===== src/rtl/sonar_sched_if.sv =====
// Register-slave bundle for sonar_sched: request from the bus decoder, ack and read data back.
interface sonar_sched_if;
  logic        valid_i;
  logic        strb_i;
  logic [1:0]  adr_i;
  logic [15:0] dat_i;
  logic        ack_o;
  logic [15:0] dat_o;

  modport master (
    output valid_i,
    output strb_i,
    output adr_i,
    output dat_i,
    input  ack_o,
    input  dat_o
  );

  modport slave (
    input  valid_i,
    input  strb_i,
    input  adr_i,
    input  dat_i,
    output ack_o,
    output dat_o
  );
endinterface


===== src/rtl/sonar_sched.sv =====
// Round-robin measurement scheduler for the sonar channel array.
// Picks one enabled channel at a time, pulses its accumulator clear, counts a listen
// window in ce_pcm ticks and latches the comparator result into a sticky HIT register.
module sonar_sched #(
  parameter int unsigned N_CH    = 2,
  parameter int unsigned CLR_CYC = 4
) (
  input  logic            wb_clk_i,
  input  logic            wb_rst_i,
  sonar_sched_if.slave    bus_io,
  input  logic            ce_pcm,
  input  logic [N_CH-1:0] cmp_i,
  output logic [N_CH-1:0] mclear_o,
  output logic [3:0]      ch_sel_o,
  output logic            busy_o,
  output logic            irq_o
);

  localparam int unsigned     ClrW    = (CLR_CYC > 1) ? $clog2(CLR_CYC) : 1;
  localparam logic [ClrW-1:0] ClrLast = ClrW'(CLR_CYC - 1);
  localparam logic [3:0]      ChLast  = 4'(N_CH - 1);

  typedef enum logic [2:0] {StIdle, StSelect, StClear, StListen, StLatch} state_e;

  state_e state_q, state_d;

  // Software-visible registers
  logic            run_q, run_d;
  logic            single_q, single_d;
  logic [N_CH-1:0] ch_en_q, ch_en_d;
  logic [15:0]     window_q, window_d;
  logic [N_CH-1:0] hit_q, hit_d;
  logic            ack_q, ack_d;
  logic [15:0]     rdata_q, rdata_d;

  // Measurement datapath
  logic [3:0]      ch_q, ch_d;
  logic [3:0]      ptr_q, ptr_d;
  logic [ClrW-1:0] clr_cnt_q, clr_cnt_d;
  logic [15:0]     tick_q, tick_d;
  logic [15:0]     win_q, win_d;
  logic            flag_q, flag_d;

  logic            acc, wr_en, rd_en;
  logic [N_CH-1:0] ch_oh;
  logic            cmp_sel;
  logic [3:0]      sel_idx;
  logic            sel_found;
  logic            round_end;
  logic            win_end;

  // Channel search: next channel at/after ptr (with wrap), round-end test, one-hot of ch
  always_comb begin
    sel_found = 1'b0;
    sel_idx   = 4'd0;
    for (int i = int'(N_CH) - 1; i >= 0; i--) begin
      if (ch_en_q[i] && (i >= int'(ptr_q))) begin
        sel_idx   = 4'(i);
        sel_found = 1'b1;
      end
    end
    if (!sel_found) begin
      for (int i = int'(N_CH) - 1; i >= 0; i--) begin
        if (ch_en_q[i]) begin
          sel_idx = 4'(i);
        end
      end
    end
    round_end = 1'b1;
    for (int i = 0; i < int'(N_CH); i++) begin
      if (ch_en_q[i] && (i > int'(ch_q))) begin
        round_end = 1'b0;
      end
    end
    ch_oh = '0;
    for (int i = 0; i < int'(N_CH); i++) begin
      ch_oh[i] = (ch_q == 4'(i));
    end
  end

  assign cmp_sel = |(cmp_i & ch_oh);
  // win_q is never 0, so the count cannot overflow before it matches
  assign win_end = ce_pcm && ((tick_q + 16'd1) >= win_q);

  // FSM state register
  always_ff @(posedge wb_clk_i or negedge wb_rst_i) begin
    if (!wb_rst_i) begin
      state_q <= StIdle;
    end else begin
      state_q <= state_d;
    end
  end

  // FSM next-state logic
  always_comb begin
    state_d = state_q;
    unique case (state_q)
      StIdle: begin
        if (run_q && (ch_en_q != '0)) state_d = StSelect;
      end
      StSelect: begin
        state_d = (ch_en_q != '0) ? StClear : StIdle;
      end
      StClear: begin
        if (clr_cnt_q == ClrLast) state_d = StListen;
      end
      StListen: begin
        if (win_end) state_d = StLatch;
      end
      StLatch: begin
        if (round_end && single_q) begin
          state_d = StIdle;
        end else if (run_q) begin
          state_d = StSelect;
        end else begin
          state_d = StIdle;
        end
      end
      default: state_d = StIdle;
    endcase
  end

  // FSM outputs: busy and the clear pulse on the selected channel only
  always_comb begin
    busy_o   = (state_q != StIdle);
    mclear_o = (state_q == StClear) ? ch_oh : '0;
  end

  // Measurement datapath next-state
  always_comb begin
    ch_d      = ch_q;
    ptr_d     = ptr_q;
    clr_cnt_d = clr_cnt_q;
    tick_d    = tick_q;
    win_d     = win_q;
    flag_d    = flag_q;
    case (state_q)
      StSelect: begin
        if (ch_en_q != '0) ch_d = sel_idx;
        clr_cnt_d = '0;
      end
      StClear: begin
        clr_cnt_d = clr_cnt_q + ClrW'(1);
        tick_d    = '0;
        flag_d    = 1'b0;
        // WINDOW is sampled here so a change lands on the next measurement
        win_d     = (window_q == 16'd0) ? 16'd1 : window_q;
      end
      StListen: begin
        if (ce_pcm) begin
          tick_d = tick_q + 16'd1;
          flag_d = flag_q | cmp_sel;
        end
      end
      StLatch: begin
        ptr_d = (ch_q == ChLast) ? 4'd0 : ch_q + 4'd1;
      end
      default: ;
    endcase
  end

  // Measurement datapath registers
  always_ff @(posedge wb_clk_i or negedge wb_rst_i) begin
    if (!wb_rst_i) begin
      ch_q      <= 4'd0;
      ptr_q     <= 4'd0;
      clr_cnt_q <= '0;
      tick_q    <= 16'd0;
      win_q     <= 16'd1;
      flag_q    <= 1'b0;
    end else begin
      ch_q      <= ch_d;
      ptr_q     <= ptr_d;
      clr_cnt_q <= clr_cnt_d;
      tick_q    <= tick_d;
      win_q     <= win_d;
      flag_q    <= flag_d;
    end
  end

  // Register file: access decode, W1C on HIT, LATCH set and SINGLE self-clear
  always_comb begin
    acc      = bus_io.valid_i && !ack_q;
    wr_en    = acc && bus_io.strb_i;
    rd_en    = acc && !bus_io.strb_i;
    ack_d    = acc;
    run_d    = run_q;
    single_d = single_q;
    ch_en_d  = ch_en_q;
    window_d = window_q;
    hit_d    = hit_q;
    rdata_d  = rdata_q;
    if (wr_en) begin
      unique case (bus_io.adr_i)
        2'd0: begin
          run_d    = bus_io.dat_i[0];
          single_d = bus_io.dat_i[1];
        end
        2'd1: ch_en_d  = bus_io.dat_i[N_CH-1:0];
        2'd2: window_d = bus_io.dat_i;
        2'd3: hit_d    = hit_q & ~bus_io.dat_i[N_CH-1:0];
      endcase
    end
    if (rd_en) begin
      unique case (bus_io.adr_i)
        2'd0: rdata_d = {14'd0, single_q, run_q};
        2'd1: rdata_d = 16'(ch_en_q);
        2'd2: rdata_d = window_q;
        2'd3: rdata_d = 16'(hit_q);
      endcase
    end
    if (state_q == StLatch) begin
      // Applied after the W1C so a same-cycle set survives
      hit_d = hit_d | (ch_oh & {N_CH{flag_q}});
      if (round_end && single_q) run_d = 1'b0;
    end
  end

  // Register file storage
  always_ff @(posedge wb_clk_i or negedge wb_rst_i) begin
    if (!wb_rst_i) begin
      run_q    <= 1'b0;
      single_q <= 1'b0;
      ch_en_q  <= '0;
      window_q <= 16'd1000;
      hit_q    <= '0;
      ack_q    <= 1'b0;
      rdata_q  <= 16'd0;
    end else begin
      run_q    <= run_d;
      single_q <= single_d;
      ch_en_q  <= ch_en_d;
      window_q <= window_d;
      hit_q    <= hit_d;
      ack_q    <= ack_d;
      rdata_q  <= rdata_d;
    end
  end

  assign bus_io.ack_o = ack_q;
  assign bus_io.dat_o = rdata_q;
  assign ch_sel_o     = ch_q;
  assign irq_o        = |hit_q;

endmodule

===== src/flat_wrapper.sv =====
// flat-port wrapper written by rule: the top's interface ports become plain ports
module sonar_sched_flat 
#(
  parameter int unsigned N_CH    = 2,
  parameter int unsigned CLR_CYC = 4
)
  (wb_clk_i, wb_rst_i, ce_pcm, cmp_i, mclear_o, ch_sel_o, busy_o, irq_o, bus_io_valid_i, bus_io_strb_i, bus_io_adr_i, bus_io_dat_i, bus_io_ack_o, bus_io_dat_o);
  sonar_sched_if bus_io_i ();
  input  logic wb_clk_i;
  input  logic wb_rst_i;
  input  logic ce_pcm;
  input  logic [N_CH-1:0] cmp_i;
  output logic [N_CH-1:0] mclear_o;
  output logic [3:0] ch_sel_o;
  output logic busy_o;
  output logic irq_o;
  input wire logic [$bits(bus_io_i.valid_i)-1:0] bus_io_valid_i;
  input wire logic [$bits(bus_io_i.strb_i)-1:0] bus_io_strb_i;
  input wire logic [$bits(bus_io_i.adr_i)-1:0] bus_io_adr_i;
  input wire logic [$bits(bus_io_i.dat_i)-1:0] bus_io_dat_i;
  output wire logic [$bits(bus_io_i.ack_o)-1:0] bus_io_ack_o;
  output wire logic [$bits(bus_io_i.dat_o)-1:0] bus_io_dat_o;
  assign bus_io_i.valid_i = bus_io_valid_i;
  assign bus_io_i.strb_i = bus_io_strb_i;
  assign bus_io_i.adr_i = bus_io_adr_i;
  assign bus_io_i.dat_i = bus_io_dat_i;
  assign bus_io_ack_o = bus_io_i.ack_o;
  assign bus_io_dat_o = bus_io_i.dat_o;
  sonar_sched #(.N_CH(N_CH), .CLR_CYC(CLR_CYC)) u_core (.wb_clk_i(wb_clk_i), .wb_rst_i(wb_rst_i), .bus_io(bus_io_i), .ce_pcm(ce_pcm), .cmp_i(cmp_i), .mclear_o(mclear_o), .ch_sel_o(ch_sel_o), .busy_o(busy_o), .irq_o(irq_o));
endmodule

===== config.mk =====
export PLATFORM = sky130hd
export DESIGN_NAME = sonar_sched_flat
export DESIGN_NICKNAME = d
export VERILOG_FILES = /design/src/rtl/sonar_sched_if.sv /design/src/rtl/sonar_sched.sv /design/src/flat_wrapper.sv
export SDC_FILE = /design/constraint.sdc
export NUM_CORES = 1
export LEC_CHECK = 0
export BUFFER_PORTS_ARGS = -buffer_cell sky130_fd_sc_hd__buf_2
export CORE_UTILIZATION = 62
export DETAILED_ROUTE_END_ITERATION = 7
export GPL_TIMING_DRIVEN = 0
export PLACE_DENSITY = 0.84
export SYNTH_ARGS = -nofsm -noshare
export SYNTH_HDL_FRONTEND = slang
export SYNTH_SLANG_ARGS = --single-unit

===== constraint.sdc =====
create_clock -name wb_clk_i -period 3.6 [get_ports wb_clk_i]
set_input_delay 0.72 -clock wb_clk_i [delete_from_list [all_inputs] [get_ports wb_clk_i]]
set_output_delay 0.72 -clock wb_clk_i [all_outputs]
set_load 0.02 [all_outputs]

# == Word-level counts from Yosys, hierarchy flattened ==
# Index checks and enable logic that the tools add are counted.
# totals
wordCells,98
in_bits,25
output_inout_bits,25
regBits,85
# classes
add_sub_neg,3
n_reduce_logical,27
n_eq_ne,13
magnitude_cmp,4
n_mux,31
bitwise_logic,6
# ops
operator,n
$pmux 16 s4,1
$mux 16,2
$pmux 16 s2,1
$mux 4,5
$add 16x1->16 const B,1
$ge 16x16->1,1
$logic_not 16->1,1
$pmux 3 s5,1
$mux 3,4
$mux 1,10
$mux 2,5
$reduce_and 2->1,5
$logic_and 1x1->1,9
$ge 1x4->1 const A,2
$and 2x2->2,3
$eq 2x2->1 const B,3
$eq 3x2->1 const B,2
$ne 2x1->1 const B,3
$reduce_bool 2->1,3
$add 4x1->4 const B,1
$eq 4x1->1 const B,1
$gt 1x4->1 const A,1
$logic_not 4->1,1
$pmux 2 s2,1
other kinds (15),17

# == Logic depth before layout (Yosys ltp) ==
# Gate-level depths: netlist of the first run.
# logic_depth
ltp_word,7
mapped_depth,12

# == Worst setup path after synthesis of the first run ==
# No wires, ideal clock.
# synth_path
kind,register to register
from,register u_core.tick_q[7]
to,register u_core.state_q[2]
arrival_ps,2332
path_buffers,2
period_less_slack_ps,2451
path_stages_with_launch,13
slack_ps,1149
t_required_ps,3481
path_cell_list,dfrtp_1 > buf_2 > and4_1 > buf_2 > and4_1 > nand3_1 > xnor2_1 > ha_1 > nand4_1 > nor2_1 > a311oi_1 > nand3b_1 > and2_1
# synth_between
elab_chain_cells,5
# synth_rtl
item,line,rtl
from (decl),sonar_sched.sv:40,"logic [15:0] tick_q, tick_d;"
from (signal assigned),sonar_sched.sv:175,tick_q <= tick_d;
$add 16x1->16,sonar_sched.sv:83,assign win_end = ce_pcm && ((tick_q + 16'd1) >= win_q);
$ge 16x16->1,sonar_sched.sv:83,
$logic_and 1x1->1,sonar_sched.sv:83,
$ne 2x1->1 (no source line),-,
$reduce_and 3->1 (no source line),-,
to (signal assigned),sonar_sched.sv:88,state_q <= StIdle;
to (signal assigned),sonar_sched.sv:90,state_q <= state_d;
to (decl),sonar_sched.sv:25,"state_e state_q, state_d;"
# No other way between the ends.
# A chain may end at the register's enable or synchronous reset.

# == Worst setup path in the final report of the first run ==
# layout_path
from,register u_core.tick_q[0]
to,register u_core.state_q[2]
# The elaborated chain is that of the path after synthesis.

==> flow_results.xml, run 1 <==
<?xml version="1.0" encoding="UTF-8"?>
<metrics>
  <group name="timing">
    <metric name="setup_repair_after_global_routing_missed_its_margin" unit="">false</metric>
    <metric name="finalCriticalPeriod" unit="ns">3.04</metric>
    <metric name="relSlewSlack" unit="%">51.0</metric>
    <metric name="timing.final.hold_violations" unit="">0</metric>
    <metric name="tightestPinTransition" unit="ns">0.730</metric>
    <metric name="fin_worst_skew" unit="ns">0.00760</metric>
    <metric name="finalSetupViolations" unit="">0</metric>
    <metric name="fin_crit_sh" unit="%">84.3</metric>
    <metric name="max_slew_vio_count" unit="">0</metric>
    <metric name="peak_freq" unit="MHz">329</metric>
    <metric name="finalSetupTns" unit="ns">0</metric>
  </group>
  <group name="floorplan">
    <metric name="dieArea" unit="mm2">0.00683</metric>
    <metric name="rows" unit="">29</metric>
    <metric name="coreArea" unit="mm2">0.00631</metric>
    <metric name="pin_count" unit="">50</metric>
    <metric name="initial_utilization" unit="%">63.9</metric>
    <metric name="die_h" unit="um">82.7</metric>
    <metric name="overall_die_width" unit="um">82.7</metric>
  </group>
  <group name="logic_synthesis">
    <metric name="yosysWarnings" unit="">0</metric>
    <metric name="synth_enable_flop_cells" unit="">0</metric>
    <metric name="synth-seq-cells" unit="">79</metric>
    <metric name="synth_sequential_area_ratio" unit="%">49.2</metric>
    <metric name="netlist_instances" unit="">411</metric>
    <metric name="synth.avg_cell_area" unit="um2">9.81</metric>
    <metric name="async_flop_share" unit="%">100</metric>
    <metric name="synth.distinct_cells" unit="">49</metric>
    <metric name="synth_area_leaders" unit="">dfrtp_1, nand2_1, o21ai_0</metric>
    <metric name="dominantRegCellSynth" unit="">dfrtp_1</metric>
    <metric name="syn-cell-area" unit="mm2">0.00403</metric>
    <metric name="synth_top_area_share" unit="%">44.7</metric>
    <metric name="synth_area_leader_cell" unit="">dfrtp_1</metric>
  </group>
  <group name="global_routing">
    <metric name="grt.total_usage" unit="%">27.1</metric>
    <metric name="number_of_antenna_violations_at_the_first_check_in_global_routing" unit="">0</metric>
    <metric name="vias_in_the_first_global_route" unit="">3019</metric>
    <metric name="grt_remaining_overflow" unit="">0</metric>
    <metric name="grt_start_max_net_pins" unit="">58</metric>
    <metric name="wire_length_of_the_first_global_routing_pass" unit="um">13800</metric>
  </group>
  <group name="cells_and_area">
    <metric name="fill_cell_instance_count_of_the_final_layout" unit="">453</metric>
    <metric name="multi_input_area" unit="mm2">0.00186</metric>
    <metric name="drive_gt1_share" unit="%">23.2</metric>
    <metric name="sequential_cell_area" unit="mm2">0.00199</metric>
    <metric name="nNetsFinal" unit="">512</metric>
    <metric name="diode_insertion_count_for_antenna_repair" unit="">0</metric>
    <metric name="finish.instance_area" unit="mm2">0.00458</metric>
    <metric name="syn_to_final_growth" unit="%">13.4</metric>
  </group>
  <group name="clock_network">
    <metric name="number_of_buffers_inserted_by_hold_repair_at_cts" unit="">0</metric>
    <metric name="numCtsBuffers" unit="">9</metric>
    <metric name="tritoncts" unit="">yes</metric>
    <metric name="clkSinkCount" unit="">79</metric>
    <metric name="clkTransAtPathRegs" unit="ns">0.09</metric>
    <metric name="clock_latency" unit="ns">0.36</metric>
    <metric name="clock_tree.root_cell" unit="">clkbuf_8</metric>
    <metric name="post_cts_buffers" unit="">0</metric>
    <metric name="h-tree-depth" unit="">3</metric>
    <metric name="post_cts_resize_count" unit="">0</metric>
    <metric name="clock_tree.buffer_depth" unit="">2</metric>
  </group>
  <group name="detailed_routing">
    <metric name="drt_drc_violations_left" unit="">0</metric>
    <metric name="avgViaCountPerCell" unit="">5.92</metric>
    <metric name="initialDrtViolationCount" unit="">231</metric>
    <metric name="drt-pass1-iter-count" unit="">4</metric>
    <metric name="detail_route.wl_per_cell" unit="um">15.7</metric>
    <metric name="detailroute.via_count" unit="">3262</metric>
    <metric name="overall_routed_net_length" unit="um">8630</metric>
    <metric name="drt.antenna.violating_nets" unit="">0</metric>
  </group>
  <group name="worst_setup_path">
    <metric name="crit_path_end_kind" unit="">flop</metric>
    <metric name="timing.critical_path.depth" unit="">11</metric>
    <metric name="worst-r2r-cell-count" unit="">11</metric>
    <metric name="data_required_critical_path" unit="ns">3.85</metric>
    <metric name="crit_path_max_incr_delay" unit="ns">0.45</metric>
    <metric name="crit_fanout" unit="">7</metric>
    <metric name="critical-path-slowest-cell" unit="">dfrtp_1</metric>
    <metric name="timing.reg2reg.setup_slack" unit="ns">0.56</metric>
    <metric name="worstPathCellList" unit="">ha_1, nand4_1, nor2_1, nand3_1, xnor2_1, ha_1, nand4_1, nor2_1, a311oi_1, nand3b_1, and2_1</metric>
    <metric name="worst_path_dominant_cell_family" unit="">simple AND/OR/NAND/NOR gates</metric>
    <metric name="cp.buffers_inverters" unit="">0</metric>
    <metric name="cp-start-kind" unit="">flop</metric>
    <metric name="setup.worst_path.class" unit="">flop to flop</metric>
    <metric name="worstPathArrival" unit="ns">3.29</metric>
  </group>
  <group name="power">
    <metric name="cellLeakagePower" unit="nW">2.14</metric>
    <metric name="worst_ir_drop_vdd" unit="uV">358</metric>
    <metric name="p_per_area" unit="mW/mm2">608</metric>
    <metric name="design_power_total" unit="W">0.00278</metric>
  </group>
  <group name="placement">
    <metric name="hpwlAfterDp" unit="um">6500</metric>
    <metric name="place.gp.congestion" unit="">0.828</metric>
    <metric name="placement.cell_area" unit="mm2">0.00439</metric>
    <metric name="placement.io_buffers" unit="">44</metric>
  </group>
  <group name="worst_hold_path">
    <metric name="hold_path_class" unit="">primary input to asynchronous set/reset pin</metric>
  </group>
  <group name="outcome">
    <metric name="run_status" unit="">finished, final reports clean</metric>
  </group>
  <group name="run">
    <metric name="max_cap_viols" unit="">0</metric>
  </group>
</metrics>
[synthesized netlist by cell type (2+ instances only)]
master,instances
mux4_2,2
nor3_1,4
inv_1,21
o21a_1,2
dfstp_2,7
and3_1,2
and4_1,3
or3_1,2
o21ai_0,50
nor4_1,3
mux2_2,21
nand2_1,68
ha_1,18
a31oi_1,13
xnor2_1,11
a41oi_1,2
a21oi_1,14
nand2b_1,5
a22o_1,2
clkbuf_1,9
o31ai_1,3
buf_2,7
o22ai_1,2
dfrtp_1,72
nand3_1,6
nor2_1,20
nor2b_1,5
and2_1,3
xor2_1,3
or2_2,2
nand4_1,6
buf_4,6
[cell type report]
| class | count | share of cell area [%] |
|---|---|---|
| Tap cell | 77 | 2.11 |
| Clock buffer | 10 | 3.01 |
| Timing Repair Buffer | 45 | 5.47 |
| Buffer | 23 | 2.57 |
| Clock inverter | 6 | 1.09 |
| Multi-Input combinational cell | 290 | 40.6 |
| Sequential cell | 79 | 43.4 |
| Inverter | 21 | 1.72 |
[path summary, 6_finish.rpt]
check,startpoint,end
min in group wb_clk_i,u_core.bus_io.ack_o,u_core.bus_io.ack_o
max reg2reg,u_core.tick_q[0],u_core.state_q[2]
max,u_core.tick_q[0],u_core.state_q[2]
min reg2reg,u_core.bus_io.ack_o,u_core.bus_io.ack_o
max in group asynchronous,wb_rst_i,u_core.window_q[9]
min,wb_rst_i,u_core.ch_en_q[1]
[sequential cells by signal (all words and copies together) (netlist names), 2 cells and up]
register             flops
u_core.bus_io.dat_o     16
u_core.tick_q           16
u_core.win_q            16
u_core.window_q         16
u_core.state_q           3
u_core.ch_en_q           2
u_core.clr_cnt_q         2
u_core.hit_q             2
[through the flow]
step	setup slack, ns	utilization (%)	hold slack, ns	instances
after floorplan	1.15	-	0.424	413
after global placement	0.776	69.0	0.441	534
after detailed placement	0.620	69.5	0.453	535
after CTS	0.604	72.5	0.249	551
after global routing	0.378	72.5	0.255	551
final	0.564	72.5	0.243	551
[power breakdown]
group	internal (W)	switching, W
combinational	0.000349	0.000543
clock	0.000277	0.000349
sequential	0.00111	0.000156
total	0.00174	0.00105
[kinds of logic after synthesis]
group                      after synthesis  synth area share (%)
adders and majority gates               18                  5.58
and+or+nand+nor                        135                  16.2
other                                    1                0.0930
DFF                                     79                  49.2
buffers and inverters                   44                  4.87
muxes                                   24                  7.23
xor gates and xnor gates                14                  3.04
AOI/OAI and AO/OA                       96                  13.8
[layer usage]
layer  up-vias  track usage [%]  share of wire, %
met3        19             4.40               4.9
met4         0             13.1               2.2
li1       1547                -                 -
met5         -                0                 0
met1      1584             34.5                44
met2       112             44.8                49
[cell usage in the layout (no fill, tap or decap), types with 2 or more instances in the layout]
cell type,n
a21oi_1,14
a22o_1,2
a31oi_1,13
a41oi_1,2
and2_1,3
and3_1,2
and4_1,3
buf_2,50
buf_4,7
clkbuf_1,9
clkbuf_8,10
clkinvlp_4,2
conb_1,3
dfrtp_1,72
dfstp_2,7
ha_1,18
inv_1,21
inv_6,3
mux2_2,21
mux4_2,2
nand2_1,68
nand2b_1,5
nand3_1,6
nand4_1,6
nor2_1,20
nor2b_1,5
nor3_1,4
nor4_1,3
o21a_1,2
o21ai_0,50
o22ai_1,2
o31ai_1,3
or2_2,2
or3_1,2
xnor2_1,11
xor2_1,3
(Power assumes the default switching activity.)
==> run 2, diff against run 1 <==
--- a/config.mk
+++ b/config.mk
@@ -6,10 +6,10 @@
 export NUM_CORES = 1
 export LEC_CHECK = 0
 export BUFFER_PORTS_ARGS = -buffer_cell sky130_fd_sc_hd__buf_2
-export CORE_UTILIZATION = 62
+export CORE_UTILIZATION = 52
 export DETAILED_ROUTE_END_ITERATION = 7
 export GPL_TIMING_DRIVEN = 0
-export PLACE_DENSITY = 0.84
+export PLACE_DENSITY = 0.76
 export SYNTH_ARGS = -nofsm -noshare
 export SYNTH_HDL_FRONTEND = slang
 export SYNTH_SLANG_ARGS = --single-unit
==> constraint.sdc (replaced) <==
create_clock -name wb_clk_i -period 2.75 [get_ports wb_clk_i]
set_input_delay 0.55 -clock wb_clk_i [delete_from_list [all_inputs] [get_ports wb_clk_i]]
set_output_delay 0.55 -clock wb_clk_i [all_outputs]
set_load 0.02 [all_outputs]
==> run 2 against run 1 <==
Compared with the run above: setup slack worse by 0.55 ns; first-iteration DRC count down 58%; hold slack worse by 0.12 ns; non-clock buffer count up 12; total power up 39%; count of clock-buffer cells in the layout unchanged; sequential share of layout area down 2.7 points; wire length up 3.9%; via count down 0.12%; die area up 19%; maximum frequency up 11%; final cell count up 6.2%; critical path type unchanged.
==> flow_results.xml, run 2 (synthesis results as in run 1) <==
<?xml version="1.0" encoding="UTF-8"?>
<metrics>
  <group name="timing">
    <metric name="tightestPinTransition" unit="ns">0.762</metric>
    <metric name="max_slew_vio_count" unit="">0</metric>
    <metric name="fin_crit_sh" unit="%">99.4</metric>
    <metric name="relSlewSlack" unit="%">47.9</metric>
    <metric name="finalSetupViolations" unit="">0</metric>
    <metric name="timing.hold.ws" unit="ns">0.119</metric>
    <metric name="setup_slack" unit="ns">0.0171</metric>
    <metric name="fin_worst_skew" unit="ns">0.00805</metric>
    <metric name="finalSetupTns" unit="ns">0</metric>
    <metric name="timing.final.hold_violations" unit="">0</metric>
    <metric name="peak_freq" unit="MHz">366</metric>
    <metric name="setup_repair_after_global_routing_missed_its_margin" unit="">true</metric>
    <metric name="finalCriticalPeriod" unit="ns">2.73</metric>
  </group>
  <group name="detailed_routing">
    <metric name="drt_drc_violations_left" unit="">0</metric>
    <metric name="detail_route.wl_per_cell" unit="um">15.3</metric>
    <metric name="overall_routed_net_length" unit="um">8970</metric>
    <metric name="detailroute.via_count" unit="">3258</metric>
    <metric name="drt.antenna.violating_nets" unit="">0</metric>
    <metric name="avgViaCountPerCell" unit="">5.57</metric>
    <metric name="drt-pass1-iter-count" unit="">5</metric>
    <metric name="initialDrtViolationCount" unit="">98</metric>
  </group>
  <group name="clock_network">
    <metric name="numCtsBuffers" unit="">9</metric>
    <metric name="clock_latency" unit="ns">0.35</metric>
    <metric name="h-tree-depth" unit="">3</metric>
    <metric name="clock_tree.buffer_depth" unit="">2</metric>
    <metric name="number_of_buffers_inserted_by_hold_repair_at_cts" unit="">0</metric>
    <metric name="clkTransAtPathRegs" unit="ns">0.09</metric>
    <metric name="clock_tree.root_cell" unit="">clkbuf_8</metric>
    <metric name="tritoncts" unit="">yes</metric>
    <metric name="clkSinkCount" unit="">79</metric>
  </group>
  <group name="floorplan">
    <metric name="overall_die_width" unit="um">90.1</metric>
    <metric name="rows" unit="">31</metric>
    <metric name="initial_utilization" unit="%">54.7</metric>
    <metric name="coreArea" unit="mm2">0.00737</metric>
    <metric name="die_h" unit="um">90.1</metric>
    <metric name="dieArea" unit="mm2">0.00811</metric>
    <metric name="pin_count" unit="">50</metric>
  </group>
  <group name="power">
    <metric name="cellLeakagePower" unit="nW">2.29</metric>
    <metric name="design_power_total" unit="W">0.00386</metric>
    <metric name="worst_ir_drop_vdd" unit="uV">322</metric>
    <metric name="p_per_area" unit="mW/mm2">790</metric>
  </group>
  <group name="run">
    <metric name="max_cap_viols" unit="">0</metric>
  </group>
  <group name="cells_and_area">
    <metric name="diode_insertion_count_for_antenna_repair" unit="">0</metric>
    <metric name="fill_cell_instance_count_of_the_final_layout" unit="">596</metric>
    <metric name="mostFrequentLayoutCell" unit="">dfrtp_1</metric>
    <metric name="syn_to_final_growth" unit="%">21.2</metric>
    <metric name="nNetsFinal" unit="">524</metric>
    <metric name="instances_no_fill" unit="">585</metric>
    <metric name="layout_common_cells" unit="">dfrtp_1, nand2_1, o21ai_0</metric>
    <metric name="drive_gt1_share" unit="%">29.0</metric>
  </group>
  <group name="worst_setup_path">
    <metric name="data_required_critical_path" unit="ns">2.99</metric>
    <metric name="critical-path-top-cell-by-count" unit="">nand4_1</metric>
    <metric name="crit_path_max_incr_delay" unit="ns">0.43</metric>
    <metric name="crit_path_end_kind" unit="">flop</metric>
    <metric name="setup.worst_path.class" unit="">flop to flop</metric>
    <metric name="critical-path-slowest-cell" unit="">dfrtp_1</metric>
    <metric name="crit_fanout" unit="">6</metric>
    <metric name="worstPathArrival" unit="ns">2.97</metric>
    <metric name="cp-start-kind" unit="">flop</metric>
    <metric name="worstPathCellList" unit="">ha_4, nand4_1, nor2_4, buf_6, nand2_4, xnor2_2, ha_1, nand4_1, nor2_1, a311oi_1, nand3b_1, and2_1</metric>
  </group>
  <group name="placement">
    <metric name="dp_worst_setup_slack" unit="ns">-0.231</metric>
    <metric name="hpwlAfterDp" unit="um">6180</metric>
    <metric name="place.gp.congestion" unit="">0.791</metric>
    <metric name="placed_cells" unit="">557</metric>
    <metric name="placement.io_buffers" unit="">44</metric>
  </group>
  <group name="global_routing">
    <metric name="vias_in_the_first_global_route" unit="">3106</metric>
    <metric name="grt_remaining_overflow" unit="">0</metric>
    <metric name="grt_start_max_net_pins" unit="">51</metric>
    <metric name="wire_length_of_the_first_global_routing_pass" unit="um">14400</metric>
    <metric name="grt.total_usage" unit="%">22.1</metric>
    <metric name="number_of_antenna_violations_at_the_first_check_in_global_routing" unit="">0</metric>
  </group>
  <group name="worst_hold_path">
    <metric name="hold_path_class" unit="">primary input to asynchronous set/reset pin</metric>
  </group>
  <group name="outcome">
    <metric name="run_status" unit="">finished, final reports clean</metric>
  </group>
</metrics>
## run 2: changes by cell type in the layout (fill, tap and decap cells not counted), sizes merged
cell	before	now
buf	59	71
bufinv	0	2
inv	24	22
clkinv	1	2
clkinvlp	2	1
## run 2: what timing repair did
action | CTS | global route
setup endpoints to repair | 3 | 3
pin swaps | 3 | 13
resized for setup | 5 | 26
setup buffers | 4 | 8
cloned | 0 | 0
## run 2: stage by stage
stage          instance area, um2  utilization, %
2_1_floorplan                4040               -
3_3_place_gp                 4390            59.5
3_5_place_dp                 4420            59.9
4_1_cts                      4690            63.7
5_1_grt                      4890            66.3
6_report                     4890            66.3
## run 2: power breakdown
group	total [W]	internal, W	switching [W]
registers	0.00165	0.00145	0.000197
clock network	0.000960	0.000518	0.000442
logic	0.00125	0.000500	0.000753
## run 2: metal layers
layer	vias to the layer above	share of wire (%)	track usage, %
met3	16	3.9	5.41
met2	85	49	36.7
li1	1570	-	-
met4	0	1.3	6.32
met1	1587	46	28.8
met5	-	0	0
## run 2: path summary, 6_finish.rpt
kind / startpoint / end / slack, ns / cells after the start
min in group wb_clk_i: bus_io_dat_i[10] / u_core.window_q[10] / 0.43 / 2
setup / recovery: u_core.tick_q[0] / u_core.state_q[2] / 0.02 / 12
max in group asynchronous: wb_rst_i / u_core.window_q[5] / 2.00 / 2
hold / removal: wb_rst_i / u_core.bus_io.dat_o[0] / 0.12 / 1
setup reg to reg: u_core.tick_q[0] / u_core.state_q[2] / 0.02 / 12
hold reg to reg: u_core.bus_io.ack_o / u_core.bus_io.ack_o / 0.46 / 1
## run 2: layout make-up
cell class / count / area (um2) / area share (%)
inverters: 21 / 78.8 / 1.61
well taps: 99 / 124 / 2.53
clock buffers: 10 / 128 / 2.61
repair buffers: 57 / 360 / 7.37
multi-input cells: 290 / 1980 / 40.6
clock inverters: 6 / 93.8 / 1.92
plain buffers: 23 / 130 / 2.66
flip-flops and latches: 79 / 1990 / 40.7
## run 2: critical path: cells and delay by family (launching register included)
family | cells | cell delay (ns)
AO/OA/AOI/OAI | 1 | 0.27
buffers and inverters | 1 | 0.13
flip-flops | 1 | 0.43
AND/OR/NAND/NOR | 7 | 1.16
XOR/XNOR | 1 | 0.12
adder cells (fa/ha/maj) | 2 | 0.50
